$ cat config.mk
export PLATFORM = sky130hd
export DESIGN_NAME = traffic_ctrl_param
export DESIGN_NICKNAME = d
export VERILOG_FILES = /design/src/rtl/traffic_pkg.sv /design/src/rtl/traffic_phase_timer.sv /design/src/rtl/traffic_ctrl_param.sv
export SDC_FILE = /design/constraint.sdc
export NUM_CORES = 1
export LEC_CHECK = 0
export BUFFER_PORTS_ARGS = -buffer_cell sky130_fd_sc_hd__clkbuf_2
export CAP_MARGIN = 10
export CORE_MARGIN = 4
export CORE_UTILIZATION = 48
export DETAILED_ROUTE_END_ITERATION = 16
export GPL_TIMING_DRIVEN = 0
export PLACE_DENSITY_LB_ADDON = 0.15
export SLEW_MARGIN = 20
export SYNTH_ARGS = -nofsm -noshare
export SYNTH_HDL_FRONTEND = slang
export SYNTH_SLANG_ARGS = --single-unit
$ cat constraint.sdc
create_clock -name clk -period 2 [get_ports clk]
set_clock_uncertainty 0.05 [all_clocks]
set_input_delay 0.3 -clock clk [delete_from_list [all_inputs] [get_ports clk]]
set_output_delay 0.3 -clock clk [all_outputs]
set_load 0.01 [all_outputs]
$ cat src/rtl/traffic_pkg.sv
// Shared types and light codes for the two-road junction controller.
package traffic_pkg;

    localparam int unsigned PHASE_W = 3;
    localparam int unsigned LIGHT_W = 6;

    typedef enum logic [PHASE_W-1:0] {
        HW_GREEN    = 3'd0,
        HW_YELLOW   = 3'd1,
        ALL_RED_A   = 3'd2,
        SW_GREEN    = 3'd3,
        SW_YELLOW   = 3'd4,
        ALL_RED_B   = 3'd5,
        NIGHT_FLASH = 3'd6
    } state_t;

    // Light codes are {hwr,hwy,hwg,swr,swy,swg}.
    localparam logic [LIGHT_W-1:0] HW_GO      = 6'b001100;
    localparam logic [LIGHT_W-1:0] HW_CAUTION = 6'b010100;
    localparam logic [LIGHT_W-1:0] CLEAR      = 6'b100100;
    localparam logic [LIGHT_W-1:0] SW_GO      = 6'b100001;
    localparam logic [LIGHT_W-1:0] SW_CAUTION = 6'b100010;

endpackage

$ cat src/rtl/traffic_phase_timer.sv
// Time-in-phase counter: clear/enable, saturating at all-ones, with a reached-limit flag.
module traffic_phase_timer #(
    parameter int unsigned CNT_W = 8
) (
    input  logic             clk,
    input  logic             rst,
    input  logic             clr,
    input  logic             en,
    input  logic [CNT_W-1:0] limit,
    output logic [CNT_W-1:0] cnt,
    output logic             hit
);

    always_ff @(posedge clk) begin
        if (rst || clr) begin
            cnt <= '0;
        end else if (en && (cnt != '1)) begin
            cnt <= cnt + CNT_W'(1);
        end
    end

    assign hit = (cnt >= limit);

endmodule

$ cat src/rtl/traffic_ctrl_param.sv
// Highway/side-road junction controller with latched side requests and extendable side green.
// Optional night flashing mode is enabled by defining TRAFFIC_NIGHT_FLASH_EN.
module traffic_ctrl_param
    import traffic_pkg::*;
#(
    parameter int unsigned CNT_W        = 8,
    parameter int unsigned HW_MIN_GREEN = 8,
    parameter int unsigned YELLOW       = 3,
    parameter int unsigned ALL_RED      = 1,
    parameter int unsigned SW_MIN_GREEN = 4,
    parameter int unsigned SW_MAX_GREEN = 10,
    parameter int unsigned FLASH_HALF   = 4
) (
    input  logic               clk,
    input  logic               rst,
    input  logic               veh,
`ifdef TRAFFIC_NIGHT_FLASH_EN
    input  logic               night,
`endif
    output logic               hwr,
    output logic               hwy,
    output logic               hwg,
    output logic               swr,
    output logic               swy,
    output logic               swg,
    output logic [PHASE_W-1:0] phase,
    output logic               cycle_done
);

    localparam logic [CNT_W-1:0] L_HW    = CNT_W'(HW_MIN_GREEN - 1);
    localparam logic [CNT_W-1:0] L_Y     = CNT_W'(YELLOW - 1);
    localparam logic [CNT_W-1:0] L_AR    = CNT_W'(ALL_RED - 1);
    localparam logic [CNT_W-1:0] L_SWMIN = CNT_W'(SW_MIN_GREEN - 1);
    localparam logic [CNT_W-1:0] L_SWMAX = CNT_W'(SW_MAX_GREEN - 1);

    if (HW_MIN_GREEN == 0 || YELLOW == 0 || ALL_RED == 0 || SW_MIN_GREEN == 0 ||
        SW_MAX_GREEN < SW_MIN_GREEN || FLASH_HALF == 0) begin : g_bad_params
        $error("traffic_ctrl_param: invalid duration parameters");
    end

    state_t               state_q;
    state_t               state_d;
    logic                 req_q;
    logic [CNT_W-1:0]     cnt;
    logic [CNT_W-1:0]     limit;
    logic                 hit;
    logic [LIGHT_W-1:0]   lights;
    logic                 veh_live;
    logic                 suppress_done;

`ifdef TRAFFIC_NIGHT_FLASH_EN
    localparam logic [CNT_W-1:0] L_FLASH = CNT_W'(FLASH_HALF - 1);

    logic             flash_on;
    logic             night_ret;
    logic [CNT_W-1:0] flash_cnt;

    assign veh_live      = veh && (state_q != NIGHT_FLASH);
    assign suppress_done = night_ret;

    // Flash phase generator and "returning from night" marker.
    always_ff @(posedge clk) begin
        if (rst) begin
            flash_on  <= 1'b1;
            flash_cnt <= '0;
            night_ret <= 1'b0;
        end else begin
            if (state_q != NIGHT_FLASH) begin
                flash_on  <= 1'b1;
                flash_cnt <= '0;
            end else if (flash_cnt == L_FLASH) begin
                flash_on  <= ~flash_on;
                flash_cnt <= '0;
            end else begin
                flash_cnt <= flash_cnt + CNT_W'(1);
            end
            if (state_q == NIGHT_FLASH && state_d == ALL_RED_B) begin
                night_ret <= 1'b1;
            end else if (state_q == ALL_RED_B && state_d != ALL_RED_B) begin
                night_ret <= 1'b0;
            end
        end
    end
`else
    assign veh_live      = veh;
    assign suppress_done = 1'b0;
`endif

    traffic_phase_timer #(.CNT_W(CNT_W)) u_timer (
        .clk   (clk),
        .rst   (rst),
        .clr   (state_d != state_q),
        .en    (1'b1),
        .limit (limit),
        .cnt   (cnt),
        .hit   (hit)
    );

    // Next-state, timer limit and light decode.
    always_comb begin
        state_d = state_q;
        limit   = L_HW;
        lights  = CLEAR;
        case (state_q)
            HW_GREEN: begin
                lights = HW_GO;
                limit  = L_HW;
                if (hit && (req_q || veh)) begin
                    state_d = HW_YELLOW;
                end
`ifdef TRAFFIC_NIGHT_FLASH_EN
                else if (night && !req_q && !veh) begin
                    state_d = NIGHT_FLASH;
                end
`endif
            end
            HW_YELLOW: begin
                lights = HW_CAUTION;
                limit  = L_Y;
                if (hit) state_d = ALL_RED_A;
            end
            ALL_RED_A: begin
                lights = CLEAR;
                limit  = L_AR;
                if (hit) state_d = SW_GREEN;
            end
            SW_GREEN: begin
                lights = SW_GO;
                limit  = L_SWMAX;
                if (hit || ((cnt >= L_SWMIN) && !veh)) state_d = SW_YELLOW;
            end
            SW_YELLOW: begin
                lights = SW_CAUTION;
                limit  = L_Y;
                if (hit) state_d = ALL_RED_B;
            end
            ALL_RED_B: begin
                lights = CLEAR;
                limit  = L_AR;
                if (hit) state_d = HW_GREEN;
            end
`ifdef TRAFFIC_NIGHT_FLASH_EN
            NIGHT_FLASH: begin
                lights = {1'b0, flash_on, 1'b0, flash_on, 2'b00};
                if (!night) state_d = ALL_RED_B;
            end
`endif
            default: begin
                lights  = CLEAR;
                state_d = HW_GREEN;
            end
        endcase
    end

    // State register, side-road request latch and cycle-complete pulse.
    always_ff @(posedge clk) begin
        if (rst) begin
            state_q    <= HW_GREEN;
            req_q      <= 1'b0;
            cycle_done <= 1'b0;
        end else begin
            state_q    <= state_d;
            cycle_done <= (state_q == ALL_RED_B) && (state_d == HW_GREEN) && !suppress_done;
            if (state_q != SW_GREEN && state_d == SW_GREEN) begin
                req_q <= 1'b0;
            end else if (veh_live && state_q != SW_GREEN) begin
                req_q <= 1'b1;
            end
        end
    end

    assign {hwr, hwy, hwg, swr, swy, swg} = lights;
    assign phase = state_q;

endmodule

==> impl_metrics.ini, run 1 <==
[sta]
whs_ns = 0.210
grt_setup_unrepaired = yes
max_clock_freq_mhz = 486
tns_ns = -0.194
max_slew_margin_pct = 79.4
maxSlewViolCount = 0
setup_violations = 11
hold_violations = 0
min_period_ns = 2.06
period_share_pct = 103
tightest_slew_ns = 0.306
timing.final.ws_setup_ns = -0.0587

[routing]
drc = 0
routed_wl_um = 2000
avgViaCountPerCell = 5.67
vias = 783
wl_per_cell_um = 14.5
drtIter0Drc = 4
first_pass_iters = 4
postRouteAntennaNets = 0

[critical_path]
worst-path-max-fanout = 5
cp.arrival_ns = 2.17
crit_type = reg -> reg
crit_path_start_kind = register
cp.required_ns = 2.11
cp-end-kind = register

[synth]
syn-cell-area_um2 = 761
syn_nets = 100
netlist_top_cells_area = dfxtp_1 34%, ha_1 8.2%, nor3_1 5.3%
ys.flop_type = dfxtp_1
netlist.area_leader.share_pct = 34.2
async_flop_share_pct = 0
synth_seq_cells = 13
yosysTopAreaCell = dfxtp_1
ys_warn_count = 0
yosysMostFrequentCell = dfxtp_1
yosys-top-cells-count = 13 x dfxtp_1, 10 x nor2_1, 8 x nor3_1
synthDistinctLibCells = 33
synth_area_per_cell_um2 = 8.27
synth_seq_area_share_pct = 34.2
netlist_instances = 92
synth-edff-count = 0

[die]
fp.dieW_um = 47.8
ioPinCount = 13
dieArea_um2 = 2290
coreArea_um2 = 1510
die_h_um = 47.8
initial_core_util_pct = 50.5
rows = 14

[run]
cap_viol_max_count = 0

[layout]
nNetsFinal = 131
insertedDiodeCount = 0
drive_above_1_share_pct = 48.4
syn_to_final_growth_pct = 47.9
final_cell_count_no_fill = 138
utilization_pct = 74.7

[clock_network]
clockBufferDepth = 2
clk_latency_ns = 0.26
cts-buffers-inserted = 3
htree_levels = 1
cts_sinks = 13
clockRootBuffer = clkbuf_4
cts_tree = yes
cts.reportedPaths.clkPinSlew_ns = 0.07

[place]
post-place-ws_ns = -0.117
gp_congestion = 0.800
dpl.hpwl_um = 1270
port_buffers = 12
place_inst = 120

[power]
clkPwrFrac_pct = 31.5
pwr-share-seq_pct = 55.6
p_per_area_nw_per_um2 = 437
vdd_drop_max_mv = 0.486
p_int_uw = 372
p_sw_uw = 120
leakage_nw = 0.505
power.share.combinational_pct = 13.0
switching_share_pct = 24.3

[min_path]
min_path_type = in -> reg

[grt]
track_usage_pct = 20.8
grt_max_degree = 9
gr-total-overflow = 0
grt_pass1_wl_um = 3310
grt_pass1_vias = 801
antenna_found_initial = 0

[outcome]
status = complete, but fails checks
violations = setup timing
-- stage by stage --
stage | area, um2 | total power [mW]
2_1_floorplan | 830 | 0.320
3_5_place_dp | 910 | 0.335
5_1_grt | 1120 | 0.518
6_report | 1120 | 0.492
3_3_place_gp | 910 | 0.332
4_1_cts | 1070 | 0.495
-- kinds of logic after synthesis --
kind of cell	synth area share [%]
flip-flops	34.2
AND/OR/NAND/NOR	31.4
buffers and inverters	2.63
multiplexers	3.95
XOR/XNOR	1.15
AO/OA/AOI/OAI	18.4
adder cells (fa/ha/maj)	8.22
-- path summary, 6_finish.rpt --
kind                  startpoint                   to  slack (ns)  cells after the start
min reg2reg   req_q$_SDFFE_PP0P_   req_q$_SDFFE_PP0P_        0.48                      2
max reg2reg  phase[1]$_SDFF_PP0_   req_q$_SDFFE_PP0P_       -0.06                     10
min                          rst  phase[2]$_SDFF_PP0_        0.21                      2
max          phase[1]$_SDFF_PP0_   req_q$_SDFFE_PP0P_       -0.06                     10
-- power groups by stage --
stage | Sequential, mW | Clock (mW) | Combinational, mW
after global placement | 0.279 | 0 | 0.0523
after detailed placement | 0.280 | 0 | 0.0544
after CTS | 0.273 | 0.161 | 0.0617
after global routing | 0.275 | 0.170 | 0.0725
after floorplan | 0.278 | 0 | 0.0418
final | 0.273 | 0.155 | 0.0638
-- repair_timing --
action,CTS,global route
hold buffers,0,0
endpoints found under the setup margin,11,13
hold endpoints to repair,0,0
buffers inserted,13,3
gates resized for setup,9,9
pin swaps,13,11
-- metal layers --
metal  global-route usage, %  share of wire (%)  vias to the layer above
met3                    6.39                5.2                        6
met4                    6.45                2.6                        0
met2                    40.6                 53                       23
met5                       0                  0                        -
met1                    20.4                 39                      360
li1                        -                  -                      394
-- critical path, cell delays in order (launching register included) --
cell      delay, ns
dfxtp_4        0.39
buf_12         0.11
nand2b_4       0.05
or2_4          0.28
ha_4           0.29
o211ai_1       0.11
o211a_4        0.28
buf_6          0.12
buf_6          0.11
nor3_2         0.10
nor3_1         0.07
-- layout by cell type, fill, tap and decap left out, drive strengths merged --
| cell type | instances |
|---|---|
| a211oi | 1 |
| a21o | 1 |
| a21oi | 6 |
| a311oi | 1 |
| a31oi | 2 |
| and2 | 1 |
| and2b | 1 |
| and3 | 6 |
| buf | 16 |
| clkbuf | 16 |
| dfxtp | 13 |
| ha | 5 |
| inv | 3 |
| mux2i | 3 |
| nand2 | 7 |
| nand2b | 2 |
| nand3 | 2 |
| nand3b | 1 |
| nor2 | 10 |
| nor2b | 1 |
| nor3 | 8 |
| nor3b | 1 |
| nor4 | 1 |
| o211a | 1 |
| o211ai | 2 |
| o21ai | 4 |
| o21bai | 1 |
| o31ai | 1 |
| or2 | 3 |
| or4 | 1 |
| xnor2 | 1 |
-- sequential cells by signal, summed over array words and instances, names as in the netlist --
name,flops
u_timer.cnt,8
phase,3
cycle_done,1
req_q,1
-- layout make-up --
cell class	instances	area [um2]
Inverter	3	13.8
Clock buffer	4	26.3
Fill cell	110	382
Multi-Input combinational cell	74	592
Sequential cell	13	269
Tap cell	16	20.0
Timing Repair Buffer	28	204
Power figures use the tool's default switching activity.
==> run 2, diff against run 1 <==
- CELL_PAD_IN_SITES_DETAIL_PLACEMENT: not set -> 1
- CELL_PAD_IN_SITES_GLOBAL_PLACEMENT: not set -> 1
- CORE_UTILIZATION: 48 -> 35
==> run 2 against run 1 <==
The flow still finishes with violations (setup timing). Final cell count up 7.2%. Non-clock buffer count shrank 1. Total power rose by 3.2%. Sequential cell count unchanged. Global-route usage shrank 3.6 points. Critical path depth decreased by 1. Combinational power increased by 4.4%. Sequential power barely moved. Wire length up 15%. Maximum frequency shrank 0.61%. Largest cell class unchanged.
==> impl_metrics.ini, run 2 (synthesis results as in run 1) <==
[clock_network]
clockRootBuffer = clkbuf_4
htree_levels = 1
cts_sinks = 13
clockBufferDepth = 2
clk_latency_ns = 0.28
cts.reportedPaths.clkPinSlew_ns = 0.09
cts-buffers-inserted = 3
cts_tree = yes
cts_hold_buf = 0

[sta]
period_share_pct = 104
timing.final.ws_setup_ns = -0.0714
min_period_ns = 2.07
whs_ns = 0.204
grt_setup_unrepaired = yes
setup_violations = 7
maxSlewViolCount = 0
max_clock_freq_mhz = 483
tightest_slew_ns = 0.365
hold_violations = 0
max_slew_margin_pct = 75.4

[grt]
gr-total-overflow = 0
busiest_layer = met2
track_usage_pct = 17.2
antenna_found_initial = 0
grt_pass1_vias = 753
grtUsageMet2_pct = 27.2
use_met3_pct = 3.27
grt_use_met1_pct = 23.0
grt_pass1_wl_um = 3620
grt_max_degree = 9

[critical_path]
cp.required_ns = 2.13
crit_type = reg -> reg
worst-path-max-fanout = 8
cp-end-kind = register
crit_path_start_kind = register
cp.arrival_ns = 2.21

[die]
dieArea_um2 = 2980
die_h_um = 54.6
initial_core_util_pct = 37.6
rows = 16
fp.dieW_um = 54.6
ioPinCount = 13
coreArea_um2 = 2020

[layout]
insertedDiodeCount = 0
syn_to_final_growth_pct = 49.2
mostFrequentLayoutCell = buf_4
largest_register_ff_count = 8
layout_common_cells = 13 x buf_4, 11 x clkbuf_2, 10 x dfxtp_1
nNetsFinal = 130
drive_above_1_share_pct = 49.6
top_register = u_timer.cnt

[power]
leakage_nw = 0.492
finalPower_uw = 508
vdd_drop_max_mv = 0.317
p_per_area_nw_per_um2 = 448

[place]
dpl.hpwl_um = 1450
port_buffers = 12
gp_congestion = 0.752

[routing]
routed_wl_um = 2300
avgViaCountPerCell = 5.36
wl_per_cell_um = 15.5
drtIter0Drc = 7
drc = 0
postRouteAntennaNets = 0
first_pass_iters = 4
vias = 793

[outcome]
status = complete, but fails checks
violations = setup timing

[run]
cap_viol_max_count = 0

[min_path]
min_path_type = in -> reg
-- run 2: metrics by stage --
step | cells | TNS, ns | worst slack, ns | instance area (um2) | utilization (%)
after floorplan | 92 | -0.00894 | -0.00894 | 830 | -
after global placement | 131 | -0.955 | -0.147 | 923 | 45.7
after detailed placement | 131 | -1.38 | -0.196 | 923 | 45.7
after CTS | 143 | -0.264 | -0.0495 | 1040 | 51.2
after global routing | 148 | -1.47 | -0.174 | 1130 | 56.1
final | 148 | -0.216 | -0.0714 | 1130 | 56.1
-- run 2: what timing repair did --
| action | in CTS | in global routing |
|---|---|---|
| buffers inserted | 9 | 5 |
| pin swaps | 14 | 10 |
| endpoints found under the hold margin | 0 | 0 |
| setup endpoints to repair | 12 | 13 |
| gates resized for setup | 9 | 13 |
-- run 2: path summary, 6_finish.rpt --
kind                       startpoint                     endpoint  slack, ns  cells past startpoint
setup / recovery  phase[0]$_SDFF_PP0_  u_timer.cnt[7]$_SDFFE_PP0P_      -0.07                      9
hold / removal                    rst          phase[2]$_SDFF_PP0_       0.20                      2
setup reg to reg  phase[0]$_SDFF_PP0_  u_timer.cnt[7]$_SDFFE_PP0P_      -0.07                      9
hold reg to reg    req_q$_SDFFE_PP0P_           req_q$_SDFFE_PP0P_       0.50                      2
-- run 2: area by class of cell --
cell class                 instances  area [um2]
fill                             247         887
multi-input combinational         74         612
sequential                        13         269
timing repair buffer              26         169
tap                               27        33.8
clock buffer                       4        26.3
inverter                           3        13.8
buffer                             1        11.3
-- run 2: critical path: stages (launching register included) --
cell	delay, ns
dfxtp_2	0.33
buf_6	0.12
buf_6	0.13
o21ai_4	0.15
o21ai_4	0.08
ha_1	0.29
nor3b_2	0.25
o211a_4	0.25
o21bai_4	0.12
a311oi_2	0.20
-- run 2: report_power, final --
| part | switching [mW] | internal, mW |
|---|---|---|
| clock | 0.0906 | 0.0772 |
| sequential | 0.00937 | 0.264 |
| combinational | 0.0355 | 0.0311 |
-- run 2: metal layers --
layer,up-vias,wire length (um)
met1,386,1070
met4,0,10
met5,-,0
li1,391,-
met3,2,79
met2,14,1150
